`config.mk`:
```
export PLATFORM = sky130hd
export DESIGN_NAME = bin2gray_stream
export DESIGN_NICKNAME = d
export VERILOG_FILES = /design/src/rtl/bin2gray_stream.sv
export SDC_FILE = /design/constraint.sdc
export NUM_CORES = 1
export LEC_CHECK = 0
export ABC_AREA = 1
export CORE_MARGIN = 3
export CORE_UTILIZATION = 50
export CTS_BUF_LIST = sky130_fd_sc_hd__clkbuf_8
export CTS_CLUSTER_DIAMETER = 150
export DETAILED_ROUTE_END_ITERATION = 16
export GPL_ROUTABILITY_DRIVEN = 1
export PLACE_DENSITY = 0.73
export SKIP_CTS_REPAIR_TIMING = 1
export SYNTH_ARGS = -nofsm -noshare
export SYNTH_HDL_FRONTEND = slang
export SYNTH_SLANG_ARGS = --single-unit
```
`constraint.sdc`:
```
create_clock -name clk -period 3 [get_ports clk]
set_input_delay 0.45 -clock clk [delete_from_list [all_inputs] [get_ports clk]]
set_output_delay 0.45 -clock clk [all_outputs]
set_load 0.02 [all_outputs]
```
`src/rtl/bin2gray_stream.sv`:
```
// Streaming binary-to-Gray encoder with a two-entry skid buffer.
// Ports: clk/rst, in_valid/in_ready/in_bin, out_valid/out_ready,
//   out_gray/out_bin/out_step, xfer_cnt (output transfers, wraps).
module bin2gray_stream #(
  parameter int WIDTH = 4,
  parameter int CNT_W = 8
) (
  input  logic             clk,
  input  logic             rst,
  input  logic             in_valid,
  output logic             in_ready,
  input  logic [WIDTH-1:0] in_bin,
  output logic             out_valid,
  input  logic             out_ready,
  output logic [WIDTH-1:0] out_gray,
  output logic [WIDTH-1:0] out_bin,
  output logic             out_step,
  output logic [CNT_W-1:0] xfer_cnt
);

  logic             out_v_q, out_v_d;
  logic [WIDTH-1:0] out_gray_q, out_gray_d;
  logic [WIDTH-1:0] out_bin_q, out_bin_d;
  logic             out_step_q, out_step_d;
  logic             skid_v_q, skid_v_d;
  logic [WIDTH-1:0] skid_gray_q, skid_gray_d;
  logic [WIDTH-1:0] skid_bin_q, skid_bin_d;
  logic             skid_step_q, skid_step_d;
  logic [WIDTH-1:0] last_gray_q, last_gray_d;
  logic             last_v_q, last_v_d;
  logic             in_ready_q, in_ready_d;
  logic [CNT_W-1:0] cnt_q, cnt_d;

  logic             in_xfer;
  logic             out_xfer;
  logic [WIDTH-1:0] gray_in;
  logic [WIDTH-1:0] diff;
  logic             step_in;

  assign in_xfer  = in_valid && in_ready_q;
  assign out_xfer = out_v_q && out_ready;
  assign gray_in  = in_bin ^ (in_bin >> 1);
  assign diff     = gray_in ^ last_gray_q;
  // Exactly one differing bit against the previously accepted word.
  assign step_in  = last_v_q && $onehot(diff);

  always_comb begin
    out_v_d     = out_v_q;
    out_gray_d  = out_gray_q;
    out_bin_d   = out_bin_q;
    out_step_d  = out_step_q;
    skid_v_d    = skid_v_q;
    skid_gray_d = skid_gray_q;
    skid_bin_d  = skid_bin_q;
    skid_step_d = skid_step_q;
    last_gray_d = last_gray_q;
    last_v_d    = last_v_q;
    cnt_d       = cnt_q + CNT_W'(out_xfer);
    if (!out_v_q || out_xfer) begin
      // OUT is free this edge: refill from SKID first, then input.
      if (skid_v_q) begin
        out_v_d    = 1'b1;
        out_gray_d = skid_gray_q;
        out_bin_d  = skid_bin_q;
        out_step_d = skid_step_q;
        skid_v_d   = 1'b0;
      end else if (in_xfer) begin
        out_v_d    = 1'b1;
        out_gray_d = gray_in;
        out_bin_d  = in_bin;
        out_step_d = step_in;
      end else begin
        out_v_d = 1'b0;
      end
    end else if (in_xfer) begin
      skid_v_d    = 1'b1;
      skid_gray_d = gray_in;
      skid_bin_d  = in_bin;
      skid_step_d = step_in;
    end
    if (in_xfer) begin
      last_gray_d = gray_in;
      last_v_d    = 1'b1;
    end
    in_ready_d = !(out_v_d && skid_v_d);
  end

  always_ff @(posedge clk) begin
    if (rst) begin
      out_v_q     <= 1'b0;
      out_gray_q  <= '0;
      out_bin_q   <= '0;
      out_step_q  <= 1'b0;
      skid_v_q    <= 1'b0;
      skid_gray_q <= '0;
      skid_bin_q  <= '0;
      skid_step_q <= 1'b0;
      last_gray_q <= '0;
      last_v_q    <= 1'b0;
      in_ready_q  <= 1'b0;
      cnt_q       <= '0;
    end else begin
      out_v_q     <= out_v_d;
      out_gray_q  <= out_gray_d;
      out_bin_q   <= out_bin_d;
      out_step_q  <= out_step_d;
      skid_v_q    <= skid_v_d;
      skid_gray_q <= skid_gray_d;
      skid_bin_q  <= skid_bin_d;
      skid_step_q <= skid_step_d;
      last_gray_q <= last_gray_d;
      last_v_q    <= last_v_d;
      in_ready_q  <= in_ready_d;
      cnt_q       <= cnt_d;
    end
  end

  assign in_ready  = in_ready_q;
  assign out_valid = out_v_q;
  assign out_gray  = out_gray_q;
  assign out_bin   = out_bin_q;
  assign out_step  = out_step_q;
  assign xfer_cnt  = cnt_q;

endmodule
```
== Yosys cells after proc, flatten, opt, wreduce, memory -nomap -nowiden ==
Index checks and enable logic that the tools add are counted.
Storage, ports and cells
  input bits: 8
  output and inout bits: 19
  flip-flop bits (word level): 34
  word-level logic and storage cells: 41
Operators by class
  equality and inequality tests: 1
  reduce and logical (&&, ||, !) cells: 10
  multiplexer cells: 11
  bitwise operators: 3
  add/subtract/negate cells: 4
Operators with widths (number)
  $mux W4: 4
  $add A8 B1 Y8: 1
  $mux W1: 7
  $add A1 B1 Y2: 2
  $logic_and A1 B1 Y1: 4
  $reduce_and A2 Y1: 2
  $xor A4 B3 Y4: 1
  $xor A4 B4 Y4: 1
  $add A2 B2 Y3: 1
  $eq A3 B1 Y1 const B: 1
  $logic_not A1 Y1: 2
  $reduce_bool A2 Y1: 1
  $logic_or A1 B1 Y1: 1
  $not A1 Y1: 1

== Logic depth before layout (Yosys ltp) ==
  depth in word-level cells: 8
  mapped depth: 13
  gate-level depth less buffers: 13

== Worst setup path before layout ==
Ideal clock, no wire load.
  path kind: input-to-reg
  start point: in in_bin[2]
  end point: reg out_step_q (netlist: out_step)
  cell stages on the path: 13
  slack: 0.804 ns
  data arrival time: 2.133 ns
  required time: 2.936 ns
  setup time: 0.064 ns
  path buffers: 0
  cells stage by stage: inv_1 -> nand2_1 -> nand2_1 -> xor2_1 -> inv_1 -> fa_1 -> ha_1 -> ha_1 -> nor2_1 -> nand2_1 -> nor2_1 -> nor2_1 -> nor2_1
On the way
  longest elaborated chain between the ends: 8
  elaborated cells on any way between the ends: 9
  classes of those cells: add/sub (3); eq/ne (1); mux (2); bitwise (2); reduce/logical (1)
Ends and longest elaborated chain
  start: declaration: RTL line 12  | input logic [WIDTH-1:0] in_bin,
  $xor A4 B3 Y4 *: RTL line 42  | assign gray_in = in_bin ^ (in_bin >> 1);
  $xor A4 B4 Y4 *: RTL line 43  | assign diff = gray_in ^ last_gray_q;
  $add A1 B1 Y2 (not written as such): RTL line 45  | assign step_in = last_v_q && $onehot(diff);
  $add A2 B2 Y3 (not written as such) *: RTL line 45
  $eq A3 B1 Y1 *: RTL line 45
  $logic_and A1 B1 Y1 *: RTL line 45
  $mux W1 *: RTL line 67  | end else if (in_xfer) begin
  $mux W1 *: RTL line 61  | if (skid_v_q) begin
  end signal: assignment: RTL line 106  | out_step_q <= out_step_d;
  end: declaration: RTL line 24  | logic out_step_q, out_step_d;
Every way passes the cells marked *; elsewhere a longest branch is shown, timed or not. The select of a mux whose other input is x is not followed.
A chain may end at the register's enable or synchronous reset.

== Worst setup path after layout ==
Same ends and word-level chain as after synthesis.

==> impl_metrics.toml <==
[worst_setup_path]
cp-startpoint = "in_bin[2]"
endpoint_kind = "flip-flop"
startpoint_type = "input pin"
worstSetupPathType = "input pin to flip-flop"
rrSetupSlack_ps = 1040
worst_r2r_startpoint = "last_gray_q[1]"
cp-endpoint = "out_step"
arrival_ps = 2810
r2r_end = "out_step"
ff2ff_path_depth = 10
worstPathRequired_ps = 3220
critPathMaxFanout = 4

[detailed_routing]
drt_iter0_drc = 79
postRouteAntennaNets = 0
wl_per_cell_um = 11.0
dr.pass1.iters = 4
drt_wl_total_um = 3000
num_vias = 1374
avgViaCountPerCell = 5.03
drc = 0

[clocking]
clk_pin_slew_worst_paths_ps = 60
htree_levels = 2
cts-root-buf = "clkbuf_8"
clock-sinks = 32
cts_max_path_buffers = 2
numCtsBuffers = 5
clk_latency_ps = 280
cts_tree = "done"

[die]
core_area_mm2 = 0.00281
die_y_um = 60.9
io_pins = 27
fp-row-count = 19
fp.dieW_um = 60.9
die_area_mm2 = 0.00371
initial_core_util_pct = 53.7

[sta]
worst_slew_pin_slew_ps = 602
worst_slack_ps = 415
worst_clock_skew_ps = 3.65
fmax_ghz = 0.387
finalCritPeriodShare_pct = 86.2
hold_viol_final = 0
finalCriticalPeriod_ps = 2590
tns_ps = 0
maxSlewHeadroom_pct = 59.8
finalSetupViolCount = 0
rsz0062_at_grt = "no"
maxSlewViolCount = 0

[power_and_ir_drop]
ir_drop_uv = 356
power_density_mw_per_mm2 = 502
total_power_uw = 929
leakage_uw = 0.000826

[yosys]
synth-seq-area-share_pct = 42.5
yosysWarnings = 0
syn_area_mm2 = 0.00151
synth_xor_area_share_pct = 2.33
synthAdderAreaFrac_pct = 4.65
synthSimpleGateAreaFrac_pct = 30.4
yosysUniqueCellTypes = 24
syn_nets = 228
synth-seq-cells = 32
syn_inst = 215
synth_mux_area_share_pct = 0
synth_compound_gate_area_share_pct = 10.4
synth_top_family_by_area = "simple AND/OR/NAND/NOR gates"
synth.avg_cell_area_um2 = 7.01

[layout]
n_antenna_cell = 0
syn2layout_area_growth_pct = 22.8
nets = 254
finalNonFillerCells = 273
drive_gt1_share_pct = 6.20
fin_util_pct = 65.9

[placed_design]
placed_cells = 265
place.gp.congestion = 0.824
hpwl_um = 2160
dp_slack_ps = 159
portBuffers = 26

[run]
drv_cap = 0

[global_routing]
antenna_found_initial = 0
grt_pass1_wl_um = 4920
grt_pass1_vias = 1174
grt_max_degree = 25
grt_overflow = 0
grt.total_usage_pct = 18.2

[outcome]
status = "finished, final reports clean"

[min_path]
hp-class = "flip-flop to flip-flop"
[how the worst min path moves through the flow]
stage | startpoint | slack, ps | to | cells after the start
detailed placement | last_v_q | 460 | last_v_q | 2
floorplan | last_v_q | 440 | last_v_q | 2
finish | last_v_q | 480 | last_v_q | 2
global placement | last_v_q | 460 | last_v_q | 2
CTS | last_v_q | 480 | last_v_q | 2
global route | skid_bin_q[1] | 520 | skid_bin_q[1] | 2
[cells in the mapped netlist]
library cell	number	area (um^2)
inv_2	3	11.3
ha_1	4	50.1
buf_2	4	20.0
o21ai_1	1	5.00
nand2_4	1	11.3
nand3_1	7	35.0
nor2_2	1	6.26
a21oi_1	12	60.1
nand3b_1	1	7.51
nand2_2	2	12.5
dfxtp_1	32	641
buf_6	1	11.3
nor2_1	49	184
fa_1	1	20.0
o21ai_0	17	85.1
nand2_8	1	20.0
xor2_1	3	26.3
inv_1	22	82.6
xnor2_1	1	8.76
nand2_1	47	176
a31oi_1	1	6.26
buf_4	2	15.0
inv_4	1	6.26
nor3_1	1	5.00
[critical path: stages]
cell,delay [ps]
clkdlybuf4s50_1,530
inv_1,90
nand2_1,90
nand2_1,90
xor2_1,140
inv_1,70
fa_1,450
ha_1,210
ha_1,270
nor2_1,150
nand2_1,70
nor2_1,80
nor2_1,50
nor2_1,70
[registers in the layout, indices dropped and copies added, names as in the netlist]
register and cells:
xfer_cnt 8, in_ready 1, skid_bin_q 3, out_bin 3, last_v_q 1, out_valid 1, out_step 1, skid_v_q 1
out_gray 4, last_gray_q 4, skid_gray_q 4, skid_step_q 1
[report_power, final]
group          leakage (uW)  switching, uW  internal, uW
clock             0.0000538            148           180
sequential         0.000261           10.1           443
combinational      0.000511           85.2          62.9
[layout make-up]
cell class	instances	area (um^2)
clock buffer	6	82.6
inverter	26	100
sequential	32	641
timing repair buffer	26	260
multi-input combinational	150	719
fill	247	956
clock inverter	2	7.51
tap	31	38.8
[cell families after synthesis]
family / Yosys count
AOI/OAI and AO/OA: 31
xor gates and xnor gates: 4
adders and majority gates: 5
buffers and inverters: 33
DFF: 32
and+or+nand+nor: 110
[stage by stage]
step / cell area, um^2 / hold slack [ps]
final: 1850 / 479
after CTS: 1850 / 481
after detailed placement: 1760 / 465
after global placement: 1760 / 461
after floorplan: 1510 / 440
after global routing: 1850 / 520
[layout by cell type (no fill, tap or decap)]
cell type	n
nand3_1	7
fa_1	1
ha_1	4
nand2_8	1
nand2_1	47
nor3_1	1
nand3b_1	1
nor2_1	49
nor2_2	1
xnor2_1	1
dfxtp_1	32
a21oi_1	12
xor2_1	3
inv_1	24
o21ai_0	17
clkdlybuf4s50_1	26
a31oi_1	1
inv_4	1
clkbuf_8	6
inv_2	3
nand2_4	1
nand2_2	2
o21ai_1	1
[routing by layer]
layer / track usage [%] / part of all wire, % / vias up / wire length [um]
li1: - / - / 720 / -
met4: 9.60 / 1.4 / 0 / 42
met2: 29.5 / 47 / 41 / 1430
met1: 21.7 / 45 / 608 / 1350
met3: 5.32 / 6.1 / 5 / 183
met5: 0 / 0 / - / 0
Power figures use the tool's default switching activity.
